$ cat config.mk
export PLATFORM = sky130hd
export DESIGN_NAME = adc_spi_responder
export DESIGN_NICKNAME = d
export VERILOG_FILES = /design/src/rtl/adc_spi_pkg.sv /design/src/rtl/adc_spi_sync.sv /design/src/rtl/adc_spi_responder.sv
export SDC_FILE = /design/constraint.sdc
export NUM_CORES = 1
export LEC_CHECK = 0
export ABC_AREA = 1
export CAP_MARGIN = 20
export CELL_PAD_IN_SITES_DETAIL_PLACEMENT = 0
export CELL_PAD_IN_SITES_GLOBAL_PLACEMENT = 1
export CORE_MARGIN = 8
export CORE_UTILIZATION = 40
export CTS_CLUSTER_SIZE = 14
export DETAILED_ROUTE_END_ITERATION = 6
export DONT_BUFFER_PORTS = 1
export GPL_ROUTABILITY_DRIVEN = 0
export GPL_TIMING_DRIVEN = 0
export PLACE_DENSITY = 0.77
export SYNTH_ARGS = -nofsm -noshare
export SYNTH_HDL_FRONTEND = slang
export SYNTH_HIERARCHICAL = 1
export SYNTH_SLANG_ARGS = --single-unit
export TNS_END_PERCENT = 10
$ cat constraint.sdc
create_clock -name clk -period 1.5 [get_ports clk]
set_input_delay 0.3 -clock clk [delete_from_list [all_inputs] [get_ports clk]]
set_output_delay 0.3 -clock clk [all_outputs]
set_load 0.05 [all_outputs]
$ cat src/rtl/adc_spi_pkg.sv
// Shared constants, FSM encoding and config-word field positions for the
// ADC serial responder.
package adc_spi_pkg;

   localparam int CFG_W  = 6;
   localparam int DATA_W = 12;

   typedef enum logic [1:0] {
      IDLE  = 2'd0,
      SHIFT = 2'd1,
      DONE  = 2'd2
   } state_e;

   // Bit positions inside {S/D, O/S, S1, S0, UNI, SLP}
   localparam int SD  = 5;
   localparam int OS  = 4;
   localparam int S1  = 3;
   localparam int S0  = 2;
   localparam int UNI = 1;
   localparam int SLP = 0;

   localparam logic [CFG_W-1:0] CFG_RESET = 6'b100010;

endpackage

$ cat src/rtl/adc_spi_sync.sv
// Multi-flop synchronizer for one asynchronous master pin, with optional
// rise/fall detection against one further registered copy.
module adc_spi_sync #(
   parameter int STAGES  = 2,
   parameter bit RST_VAL = 1'b0,
   parameter bit EDGE_EN = 1'b1
) (
   input  logic clk,
   input  logic reset,
   input  logic a,
   output logic s,
   output logic rise,
   output logic fall
);

   logic [STAGES-1:0] chain;

   always_ff @(posedge clk) begin
      if (reset) chain <= {STAGES{RST_VAL}};
      else       chain <= {chain[STAGES-2:0], a};
   end

   assign s = chain[STAGES-1];

   generate
      if (EDGE_EN) begin : g_edge
         logic prev;
         always_ff @(posedge clk) begin
            if (reset) prev <= RST_VAL;
            else       prev <= s;
         end
         assign rise = s & ~prev;
         assign fall = ~s & prev;
      end else begin : g_no_edge
         assign rise = 1'b0;
         assign fall = 1'b0;
      end
   endgenerate

endmodule

$ cat src/rtl/adc_spi_responder.sv
// Device-side LTC2308-style serial responder: captures the 6-bit config word
// and shifts out a 12-bit result chosen by the previously committed config.
module adc_spi_responder #(
   parameter int NUM_CH      = 8,
   parameter int DATA_W      = 12,
   parameter int CFG_W       = 6,
   parameter int SYNC_STAGES = 2
) (
   input  logic                     clk,
   input  logic                     reset,
   input  logic                     sclk,
   input  logic                     cs_n,
   input  logic                     din,
   output logic                     dout,
   input  logic [NUM_CH*DATA_W-1:0] ch_data,
   output logic [CFG_W-1:0]         cfg_word,
   output logic                     cfg_valid,
   output logic                     short_frame
);

   import adc_spi_pkg::*;

   logic       sclk_rise, sclk_fall, cs_rise, cs_fall, din_s;
   logic       sclk_lvl_unused, cs_lvl_unused;
   logic [1:0] din_edge_unused;

   adc_spi_sync #(.STAGES(SYNC_STAGES), .RST_VAL(1'b0), .EDGE_EN(1'b1)) u_sync_sclk (
      .clk(clk), .reset(reset), .a(sclk),
      .s(sclk_lvl_unused), .rise(sclk_rise), .fall(sclk_fall)
   );

   // cs_n chain resets low: a pin already low after reset never looks like a
   // falling edge, so a new frame needs a full high-then-low toggle.
   adc_spi_sync #(.STAGES(SYNC_STAGES), .RST_VAL(1'b0), .EDGE_EN(1'b1)) u_sync_cs (
      .clk(clk), .reset(reset), .a(cs_n),
      .s(cs_lvl_unused), .rise(cs_rise), .fall(cs_fall)
   );

   adc_spi_sync #(.STAGES(SYNC_STAGES), .RST_VAL(1'b0), .EDGE_EN(1'b0)) u_sync_din (
      .clk(clk), .reset(reset), .a(din),
      .s(din_s), .rise(din_edge_unused[0]), .fall(din_edge_unused[1])
   );

   state_e             state;
   logic [3:0]         bit_cnt;
   logic [DATA_W-1:0]  shreg;
   logic [CFG_W-1:0]   cfg_shift;
   logic [2:0]         ch;
   logic [DATA_W-1:0]  sample, result;

   // Result for the frame about to start comes from the committed config.
   always_comb begin
      ch     = {cfg_word[S1], cfg_word[S0], cfg_word[OS]};
      sample = ch_data[int'(ch)*DATA_W +: DATA_W];
      result = sample;
      if (!cfg_word[UNI]) result[DATA_W-1] = ~sample[DATA_W-1];
      if (cfg_word[SLP])  result = '0;
   end

   always_ff @(posedge clk) begin
      if (reset) begin
         state       <= IDLE;
         bit_cnt     <= '0;
         shreg       <= '0;
         cfg_shift   <= '0;
         cfg_word    <= CFG_RESET;
         cfg_valid   <= 1'b0;
         short_frame <= 1'b0;
         dout        <= 1'b0;
      end else begin
         cfg_valid   <= 1'b0;
         short_frame <= 1'b0;
         dout        <= (state == SHIFT) ? shreg[DATA_W-1] : 1'b0;

         // Frame end takes priority over any sclk edge seen in the same cycle.
         if (state != IDLE && cs_rise) begin
            state <= IDLE;
            if (bit_cnt >= 4'(CFG_W)) begin
               cfg_word  <= cfg_shift;
               cfg_valid <= 1'b1;
            end
            if (bit_cnt < 4'(DATA_W)) short_frame <= 1'b1;
         end else begin
            case (state)
               IDLE: begin
                  if (cs_fall) begin
                     shreg     <= result;
                     bit_cnt   <= '0;
                     cfg_shift <= '0;
                     state     <= SHIFT;
                  end
               end
               SHIFT: begin
                  if (sclk_rise) begin
                     if (bit_cnt < 4'(CFG_W))
                        cfg_shift <= {cfg_shift[CFG_W-2:0], din_s};
                     if (bit_cnt < 4'(DATA_W)) bit_cnt <= bit_cnt + 4'd1;
                     if (bit_cnt == 4'(DATA_W - 1)) state <= DONE;
                  end else if (sclk_fall && bit_cnt < 4'(DATA_W)) begin
                     shreg <= {shreg[DATA_W-2:0], 1'b0};
                  end
               end
               DONE: ;
               default: state <= IDLE;
            endcase
         end
      end
   end

endmodule

-- After elaboration in Yosys (flattened, before gate mapping)
Cells that the tools add are included.
- input port bits: 101
- output and inout port bits: 9
- register bits after elaboration: 41
- word-level logic and storage cells: 74
- magnitude comparators: 3
- muxes and demuxes: 20
- reductions and logical operators: 13
- add/subtract/negate cells: 1
- bitwise operators: 12
- shifts and indexed selects: 1
- eq/ne operators: 10
- multipliers: 1
- operators by type and width (kind ; number):
    $shiftx 96x8->12 ; 1
    $mux 12 ; 4
    $pmux 12 s2 ; 1
    $mux 6 ; 3
    $reduce_and 5->1 ; 3
    $mux 4 ; 3
    $pmux 6 s2 ; 1
    $ne 2x1->1 const B ; 4
    $not 1->1 ; 8
    $pmux 4 s2 ; 1
    $mux 2 ; 3
    $ne 2x2->1 const B ; 3
    $pmux 2 s3 ; 1
    $reduce_or 2->1 ; 3
    $mul 3x2->5 const B ; 1
    $add 4x1->4 const B ; 1
    $and 1x1->1 ; 4
    $eq 4x4->1 const B ; 1
    $ge 4x3->1 const B ; 1
    $lt 4x3->1 const B ; 1
    $lt 4x4->1 const B ; 1
    $reduce_and 4->1 ; 1
    $reduce_bool 2->1 ; 2
    $mux 1 ; 3
    5 further kinds ; 6

-- Depth between registers and ports, before layout
Gate-level depths: netlist of the first run.
- depth in word-level cells: 7
- depth in mapped cells: 11
- gate-level depth less buffers: 11

-- Modules after synthesis
The synthesis of the first run kept the hierarchy.
- modules (own cells, without submodules) (module ; area an instance (um2) ; seq. area each (um2) ; instances ; cells each):
    adc_spi_responder ; 2327.2 ; 660.6 ; 1 ; 366
    adc_spi_sync at u_sync_cs ... ; 93.8 ; 60.1 ; 2 ; 12
    adc_spi_sync at u_sync_din ; 73.8 ; 40.0 ; 1 ; 9

-- Worst setup path before layout of the first run
No wires, ideal clock.
- kind: flip-flop to flip-flop
- start: register cfg_word[2]
- end: register shreg[10]
- stages on the path, launching flop included: 8
- data required time: 1382 ps
- setup slack: -161 ps
- data arrival time: 1543 ps
- library setup time: 118 ps
- cell sequence: dfxtp_1 -> buf_2 -> buf_1 -> nor2_1 -> o21ai_1 -> o211ai_1 -> nand3_1 -> a21oi_1
- word-level cells in the longest chain between the ends: 5
- ends and longest elaborated chain (item ; RTL line ; text):
    from (decl) ; adc_spi_responder.sv:16 ; output logic [CFG_W-1:0] cfg_word,
    from (signal assigned) ; adc_spi_responder.sv:79 ; cfg_word <= cfg_shift;
    $mul 3x2->5 ; adc_spi_responder.sv:54 ; sample = ch_data[int'(ch)*DATA_W +: DATA_W];
    $shiftx 96x8->12 ; adc_spi_responder.sv:54 ;
    $mux 12 ; adc_spi_responder.sv:57 ; if (cfg_word[SLP]) result = '0;
    $mux 12 ; adc_spi_responder.sv:86 ; if (cs_fall) begin
    $pmux 12 s2 ; adc_spi_responder.sv:84 ; case (state)
    to (signal assigned) ; adc_spi_responder.sv:87 ; shreg <= result;
    to (signal assigned) ; adc_spi_responder.sv:100 ; shreg <= {shreg[DATA_W-2:0], 1'b0};
    to (decl) ; adc_spi_responder.sv:46 ; logic [DATA_W-1:0] shreg;
Every way passes these cells. The select of a mux whose other input is x is not followed.
A chain may end at the register's enable or synchronous reset.

-- Worst setup path in the final report of the first run
- start: register cfg_word[4]
- end: register shreg[8]
Same word-level chain as after synthesis.

==> results of run 1 <==
[stage by stage]
step,worst slack (ps),instance area (um2),utilization
floorplan,21.3,2570,-
global placement,-361,2670,0.425
detailed placement,-336,2670,0.425
CTS,-44.3,2820,0.449
global route,-63.9,2940,0.469
finish,47.1,2940,0.469
[flip-flops by register name (all words and copies together) (netlist names), 2 cells and up]
register	flops
cfg_shift	6
bit_cnt	4
state	2
shreg	12
u_sync_sclk/chain	2
u_sync_din/chain	2
cfg_word	6
u_sync_cs/chain	2
[repair_timing]
action                                  4_1_cts  5_1_grt
gates resized for setup                      18       33
buffers inserted                              0        5
gates cloned                                  0        1
endpoints found under the setup margin       13       25
pin swaps                                     0        5
[cell usage in the layout, fill, tap and decap left out, types with 8 or more instances in the layout]
cell type  count
nand2_2        8
nand3_1       27
o21ai_0       37
dfxtp_1       35
o21ai_1       30
a21oi_1       33
inv_1         29
nor2_1        85
nand2_1       28
o211ai_1      23
[area by class of cell]
type,instances,area share
sequential,41,0.285
buffer,25,0.0664
clock buffer,7,0.0293
tap,77,0.0328
multi-input combinational,295,0.516
inverter,35,0.0455
clock inverter,1,0.0102
timing repair buffer,6,0.0145
[path summary, 6_finish.rpt]
kind | from | to | slack (ps) | cells past startpoint
worst max-delay path | cfg_word[4] | shreg[8] | 50 | 7
worst min-delay path | reset | u_sync_din/chain[0] | 70 | 1
worst max register to register | cfg_word[4] | shreg[8] | 50 | 7
worst min register to register | u_sync_cs/chain[0] | u_sync_cs/chain[1] | 410 | 2
[power by group through the flow]
| stage | Clock (mW) | Sequential (mW) | Combinational, mW |
|---|---|---|---|
| global route | 0.980 | 1.14 | 0.261 |
| detailed placement | 0 | 1.17 | 0.219 |
| CTS | 0.938 | 1.14 | 0.221 |
| finish | 0.917 | 1.14 | 0.226 |
| floorplan | 0 | 1.16 | 0.175 |
| global placement | 0 | 1.17 | 0.216 |
[routing by layer]
metal / routed length (um) / up-vias / GRT usage
li1: - / 1363 / -
met1: 3470 / 1204 / 0.200
met2: 3910 / 100 / 0.305
met3: 855 / 18 / 0.0546
met4: 163 / 0 / 0.0627
met5: 0 / - / 0
==> metrics.yaml, run 1 <==
dieArea_mm2: 0.00925
initial_core_util: 0.409
final.setup.tns_ps: 0
whs_ps: 67.0
clockRootBuffer: "clkbuf_8"
fin_nets: 512
path_buf_inv: 3
power_frac_clock: 0.402
cts_max_level: 2
cpMostUsedCell: "buf_8"
num-fill-cells: 680
fp.dieW_um: 96.2
dp_hpwl_um: 6560
std_cell_rows: 29
clkTransAtPathRegs_ps: 80
rsz0062_at_grt: "yes"
cp_max_fo: 10
cts_made_buffers: 5
clkSinkCount: 41
worstHoldPathType: "in -> reg"
p_sw_frac: 0.236
clock_path_buffers: 2
clock_skew_ps: 5.39
setup-violations-final: 0
place_inst: 473
p_int_mw: 1.74
synth_cells: 396
grt_pass1_wl_um: 12800
num_vias: 2685
ant_nets: 0
synth_area_mm2: 0.00257
cts_tree: "built"
grt_pass1_vias: 2663
fin_cells: 487
powerDensity_mw_per_mm2: 775
synth.net_count: 499
arrival_ps: 1680
vias_per_cell: 5.51
critPathMaxStageDelay_ps: 430
status: "finished clean"
crit_path_start_kind: "flip-flop"
pin_count: 110
power_frac_comb: 0.099
initialDrtViolationCount: 145
firstDrtPassIters: 4
wl_um: 8400
max_freq_ghz: 0.688
maxSlewViolCount: 0
grt_max_degree: 13
die_y_um: 96.2
drive_above_1_share: 0.173
pwr-share-seq: 0.499
finalCritPeriodShare: 0.969
grt_overflow_total: 0
io_buffers: 0
core_mm2: 0.00628
critPathSlowestCell: "dfxtp_4"
drcViolationCount: 0
p_leak_nw: 1.22
worstSetupEndpointType: "flip-flop"
syn_to_final_growth_pct: 14.5
cts_hold_buf: 0
synth.avg_cell_area_um2: 6.49
yosysWarnings: 6
grt.total_usage: 0.177
clock_latency_ps: 290
total_power_mw: 2.28
crit_required_ps: 1730
seqCellArea_um2: 838
worstPathCellList: "inv_2, buf_8, buf_8, nor2_1, o211ai_1, nand3_1, a21oi_2"
critical-path-top-delay-family: "flip-flops"
finalHoldViolCount: 0
antenna_found_initial: 0
worst_pin_slew_ps: 558
p_sw_mw: 0.538
cap_violations: 0
fin_crit_ps: 1450
diodes: 0
vdd_drop_max_v: 0.000469
relSlewSlack: 0.627
multi_input_area_mm2: 0.00152
crit_type: "reg -> reg"
wl_per_cell_um: 17.2
Power figures use the tool's default switching activity.
==> inputs of run 2 (changes only) <==
Settings changed: CORE_MARGIN 8 to 1.
==> metrics.yaml, run 2 (synthesis gave the netlist of run 1 again) <==
status: "finished with violations"
violations: "setup timing"
drcViolationCount: 0  # unchanged
antenna_found_initial: 0  # unchanged
reg.largest.list: "shreg (12), cfg_shift (6), cfg_word (6)"
arrival_ps: 1720  # +40 ps
max_freq_ghz: 0.654  # -5.0%
critical-path-top-delay-family: "flip-flops"
grt_pass1_wl_um: 11500  # -10%
crit_path_start_kind: "flip-flop"
cts_tree: "built"
rsz0062_at_grt: "yes"
initial_core_util: 0.424  # +0.0146
dieArea_mm2: 0.00675  # -27%
ant_nets: 0  # unchanged
total_power_mw: 2.32  # +1.6%
critPathMaxStageDelay_ps: 550  # +120 ps
fp.dieW_um: 82.2  # -15%
final_common_cell: "nor2_1"
grt_max_degree: 14  # +1
clkTransAtPathRegs_ps: 80  # about the same
crit_type: "reg -> reg"
diodes: 0  # unchanged
setup-violations-final: 1  # +1
core_mm2: 0.00606  # -3.4%
clkSinkCount: 41  # unchanged
clock_latency_ps: 290  # about the same
worstHoldPathType: "in -> reg"
grt.total_usage: 0.226  # +0.0489
io_buffers: 0  # unchanged
place_area_mm2: 0.00267  # about the same
fin_crit_ps: 1530  # +76.8 ps
vias_per_cell: 5.48  # -0.67%
critPathSlowestCell: "dfxtp_2"
cts_made_buffers: 5  # unchanged
clockRootBuffer: "clkbuf_8"
fin_ws_ps: -29.8  # -76.8 ps
p_leak_nw: 1.24  # +2.1%
drive_above_1_share: 0.192  # +0.0186
path_buf_inv: 1  # -2
fin_nets: 514  # +0.39%
wl_um: 7700  # -8.3%
num-fill-cells: 649  # -4.6%
dp_slack_ps: -332  # +3.96 ps
syn_to_final_growth_pct: 16.4
dp_hpwl_um: 5930  # -9.5%
final.setup.tns_ps: -29.8  # -29.8 ps
maxSlewViolCount: 0  # unchanged
fin_cells: 487  # unchanged
max_flop_register: "shreg"
relSlewSlack: 0.609  # -0.0181
finalHoldViolCount: 0  # unchanged
pin_count: 110  # unchanged
whs_ps: 61.0  # -6.01 ps
final_area_mm2: 0.00299  # +1.7%
grt_pass1_vias: 2435  # -8.6%
worst_pin_slew_ps: 586  # +27.1 ps
clock_skew_ps: 6.81  # +1.42 ps
crit_required_ps: 1690  # -40 ps
vdd_drop_max_v: 0.000585  # +25%
firstDrtPassIters: 4  # unchanged
clock_path_buffers: 2  # unchanged
fin_util: 0.494  # +0.0250
final_cell_mix: "84 x nor2_1, 35 x dfxtp_1, 34 x o21ai_1, 33 x o21ai_0, 29 x inv_1"
place_inst: 471  # -0.42%
finalCritPeriodShare: 1.02  # +0.0512
cts_max_level: 2  # unchanged
cp_max_fo: 10  # unchanged
wl_per_cell_um: 15.8  # -8.3%
std_cell_rows: 28  # -3.4%
grt_overflow_total: 0  # unchanged
worstSetupEndpointType: "flip-flop"
initialDrtViolationCount: 109  # -25%
die_y_um: 82.2  # -15%
num_vias: 2667  # -0.67%
powerDensity_mw_per_mm2: 774  # -0.11%
worstPathCellList: "clkbuf_1, o211ai_1, nand3_1, a21oi_1"
cap_violations: 0  # unchanged
largest_register_ffs: 12  # unchanged
cts_hold_buf: 0  # unchanged
run 2: changes by cell type in the layout (fill, tap and decap cells not counted), moves of 3 or more:
cell | before | now
a21oi_1 | 33 | 28
o21ai_1 | 30 | 34
a21oi_2 | 7 | 12
o21ai_0 | 37 | 33
buf_6 | 3 | 6
buf_8 | 5 | 2
run 2: power breakdown:
part | switching [mW] | internal, mW | total (mW) | leakage, nW
combinational | 0.147 | 0.0936 | 0.241 | 0.847
sequential | 0.0206 | 1.12 | 1.14 | 0.337
clock | 0.394 | 0.541 | 0.936 | 0.0574
run 2: area by class of cell:
cell class / count / area [um2] / area share
Buffer: 25 / 183 / 0.0611
Clock buffer: 6 / 82.6 / 0.0276
Clock inverter: 2 / 37.5 / 0.0125
Inverter: 35 / 134 / 0.0448
Multi-Input combinational cell: 295 / 1540 / 0.514
Sequential cell: 41 / 833 / 0.279
Tap cell: 75 / 93.8 / 0.0314
Timing Repair Buffer: 8 / 90.1 / 0.0301
run 2: path summary, 6_finish.rpt:
check                           slack, ps                    end  depth (start not counted)            startpoint
worst max-delay path                  -30               shreg[5]                          4           cfg_word[3]
worst min-delay path                   60  u_sync_cs/g_edge.prev                          1                 reset
worst min register to register        400   u_sync_sclk/chain[1]                          2  u_sync_sclk/chain[0]
worst max register to register        -30               shreg[5]                          4           cfg_word[3]
run 2: what timing repair did:
action / CTS / global route
cloned: 0 / 1
pin swaps: 0 / 7
setup buffers: 0 / 7
setup endpoints to repair: 12 / 28
gates resized for setup: 10 / 48
run 2: layer usage:
| metal | part of all wire | vias up | routed length [um] | GRT usage |
|---|---|---|---|---|
| met5 | 0 | - | 0 | 0 |
| met4 | 0.021 | 0 | 165 | 0.0737 |
| met3 | 0.069 | 16 | 532 | 0.0505 |
| met2 | 0.47 | 83 | 3640 | 0.409 |
| met1 | 0.44 | 1203 | 3360 | 0.260 |
| li1 | - | 1365 | - | - |
==> inputs of run 3 (changes only) <==
Settings changed: REMOVE_ABC_BUFFERS set to 1.
==> metrics.yaml, run 3 (synthesis gave the netlist of run 1 again) <==
cts_hold_buf: 0  # unchanged
maxSlewViolCount: 0  # unchanged
grt_overflow_total: 0  # unchanged
place_area_mm2: 0.00259  # -2.8%
pin_count: 110  # unchanged
fin_cells: 471  # -3.3%
p_leak_nw: 1.17  # -5.5%
diodes: 0  # unchanged
finalCritPeriodShare: 1.00  # -0.0156
final_cell_mix: "83 x nor2_1, 36 x o21ai_0, 33 x dfxtp_1, 31 x o21ai_1, 30 x a21oi_1"
fp.dieW_um: 82.2  # unchanged
max_freq_ghz: 0.664  # +1.6%
cts_tree: "built"
rsz0062_at_grt: "yes"
clock_latency_ps: 300  # about the same
vias_per_cell: 5.43  # -0.79%
place_inst: 448  # -4.9%
crit_required_ps: 1690  # about the same
antenna_found_initial: 0  # unchanged
clkSinkCount: 41  # unchanged
grt_max_degree: 50  # +36
dieArea_mm2: 0.00675  # unchanged
whs_ps: 47.4  # -13.6 ps
cap_violations: 0  # unchanged
clock_path_buffers: 2  # unchanged
grt_pass1_wl_um: 10300  # -10%
worstPathCellList: "inv_4, nor2_4, buf_6, nand2_2, nand2_2, inv_2, nand3_4, buf_4, o21ai_0, a21oi_2"
grt.total_usage: 0.201  # -0.0246
clock_skew_ps: 7.12  # +0.314 ps
worstSetupEndpointType: "flip-flop"
initial_core_util: 0.424  # unchanged
path_buf_inv: 4  # +3
finalHoldViolCount: 0  # unchanged
wl_um: 6840  # -11%
num_vias: 2559  # -4.0%
fin_nets: 498  # -3.1%
cts_max_level: 2  # unchanged
critical-path-top-delay-family: "buffers and inverters"
syn_to_final_growth_pct: 16.1
fin_crit_ps: 1510  # -23.4 ps
std_cell_rows: 28  # unchanged
drive_above_1_share: 0.184  # -0.00740
clkTransAtPathRegs_ps: 80  # about the same
final_common_cell: "nor2_1"
crit_path_start_kind: "flip-flop"
crit_type: "reg -> reg"
wl_per_cell_um: 14.5  # -8.2%
cts_made_buffers: 5  # unchanged
violations: "setup timing"
critPathSlowestCell: "dfxtp_4"
arrival_ps: 1700  # -20 ps
clockRootBuffer: "clkbuf_8"
relSlewSlack: 0.594  # -0.0152
core_mm2: 0.00606  # unchanged
die_y_um: 82.2  # unchanged
dp_hpwl_um: 4310  # -27%
vdd_drop_max_v: 0.000427  # -27%
reg.largest.list: "shreg (12), cfg_shift (6), cfg_word (6)"
worst_pin_slew_ps: 608  # +22.9 ps
grt_pass1_vias: 2291  # -5.9%
largest_register_ffs: 12  # unchanged
powerDensity_mw_per_mm2: 769  # -0.65%
cp_max_fo: 8  # -2
initialDrtViolationCount: 217  # +99%
status: "finished with violations"
setup-violations-final: 1  # unchanged
cpMostUsedCell: "nand2_2"
final.setup.tns_ps: -6.37  # +23.4 ps
io_buffers: 0  # unchanged
firstDrtPassIters: 4  # unchanged
max_flop_register: "shreg"
drcViolationCount: 0  # unchanged
worstHoldPathType: "in -> reg"
dp_slack_ps: -825  # -493 ps
final_area_mm2: 0.00298  # -0.29%
ant_nets: 0  # unchanged
fin_ws_ps: -6.37  # +23.4 ps
critPathMaxStageDelay_ps: 380  # -170 ps
[run 3: changes by cell type in the layout (fill, tap and decap cells not counted), sizes merged]
cell,before,now
clkbuf,19,7
buf,20,15
clkinvlp,1,2
inv,35,34
nor2,89,90
[run 3: timing repair]
item                                   4_1_cts  5_1_grt
endpoints found under the hold margin        0        0
cloned                                       1        1
resized for setup                           11       31
buffers inserted                             3       10
setup endpoints to repair                   24       28
pin swaps                                    1        6
[run 3: path summary, 6_finish.rpt]
path | cells past startpoint | start | slack, ps | to
worst min register to register | 2 | u_sync_sclk/chain[0] | 400 | u_sync_sclk/chain[1]
worst max register to register | 10 | state[0] | -6 | cfg_shift[3]
worst min-delay path | 1 | reset | 50 | bit_cnt[2]
worst max-delay path | 10 | state[0] | -6 | cfg_shift[3]
[run 3: cell type report]
cell class              instances  area (um2)
clock inverters                 2        37.5
flip-flops and latches         41         841
clock buffers                   6        82.6
multi-input cells             296        1580
inverters                      35         153
repair buffers                 16         200
fillers                       635        3080
well taps                      75        93.8
[run 3: routing by layer]
metal	wire length, um	part of all wire	GRT usage	vias to the layer above
li1	-	-	-	1326
met1	3250	0.48	0.248	1159
met2	3300	0.48	0.355	70
met3	260	0.038	0.0473	4
met4	26	0.0038	0.0404	0
met5	0	0	0	-
[run 3: worst register-to-register path, delay by kind of cell, from the launching register on]
| family | cells | cell delay [ps] |
|---|---|---|
| buffers and inverters | 4 | 430 |
| AO/OA/AOI/OAI | 2 | 300 |
| flip-flops | 1 | 380 |
| AND/OR/NAND/NOR | 4 | 290 |
[run 3: power by group]
group	internal [mW]	switching [mW]	total (mW)
combinational	0.0949	0.136	0.231
sequential	1.12	0.0204	1.14
clock	0.541	0.386	0.927
[run 3: through the flow]
step / util / power (mW)
floorplan: - / 1.33
global placement: 0.419 / 1.36
detailed placement: 0.428 / 1.36
CTS: 0.459 / 2.31
global route: 0.492 / 2.42
finish: 0.492 / 2.29
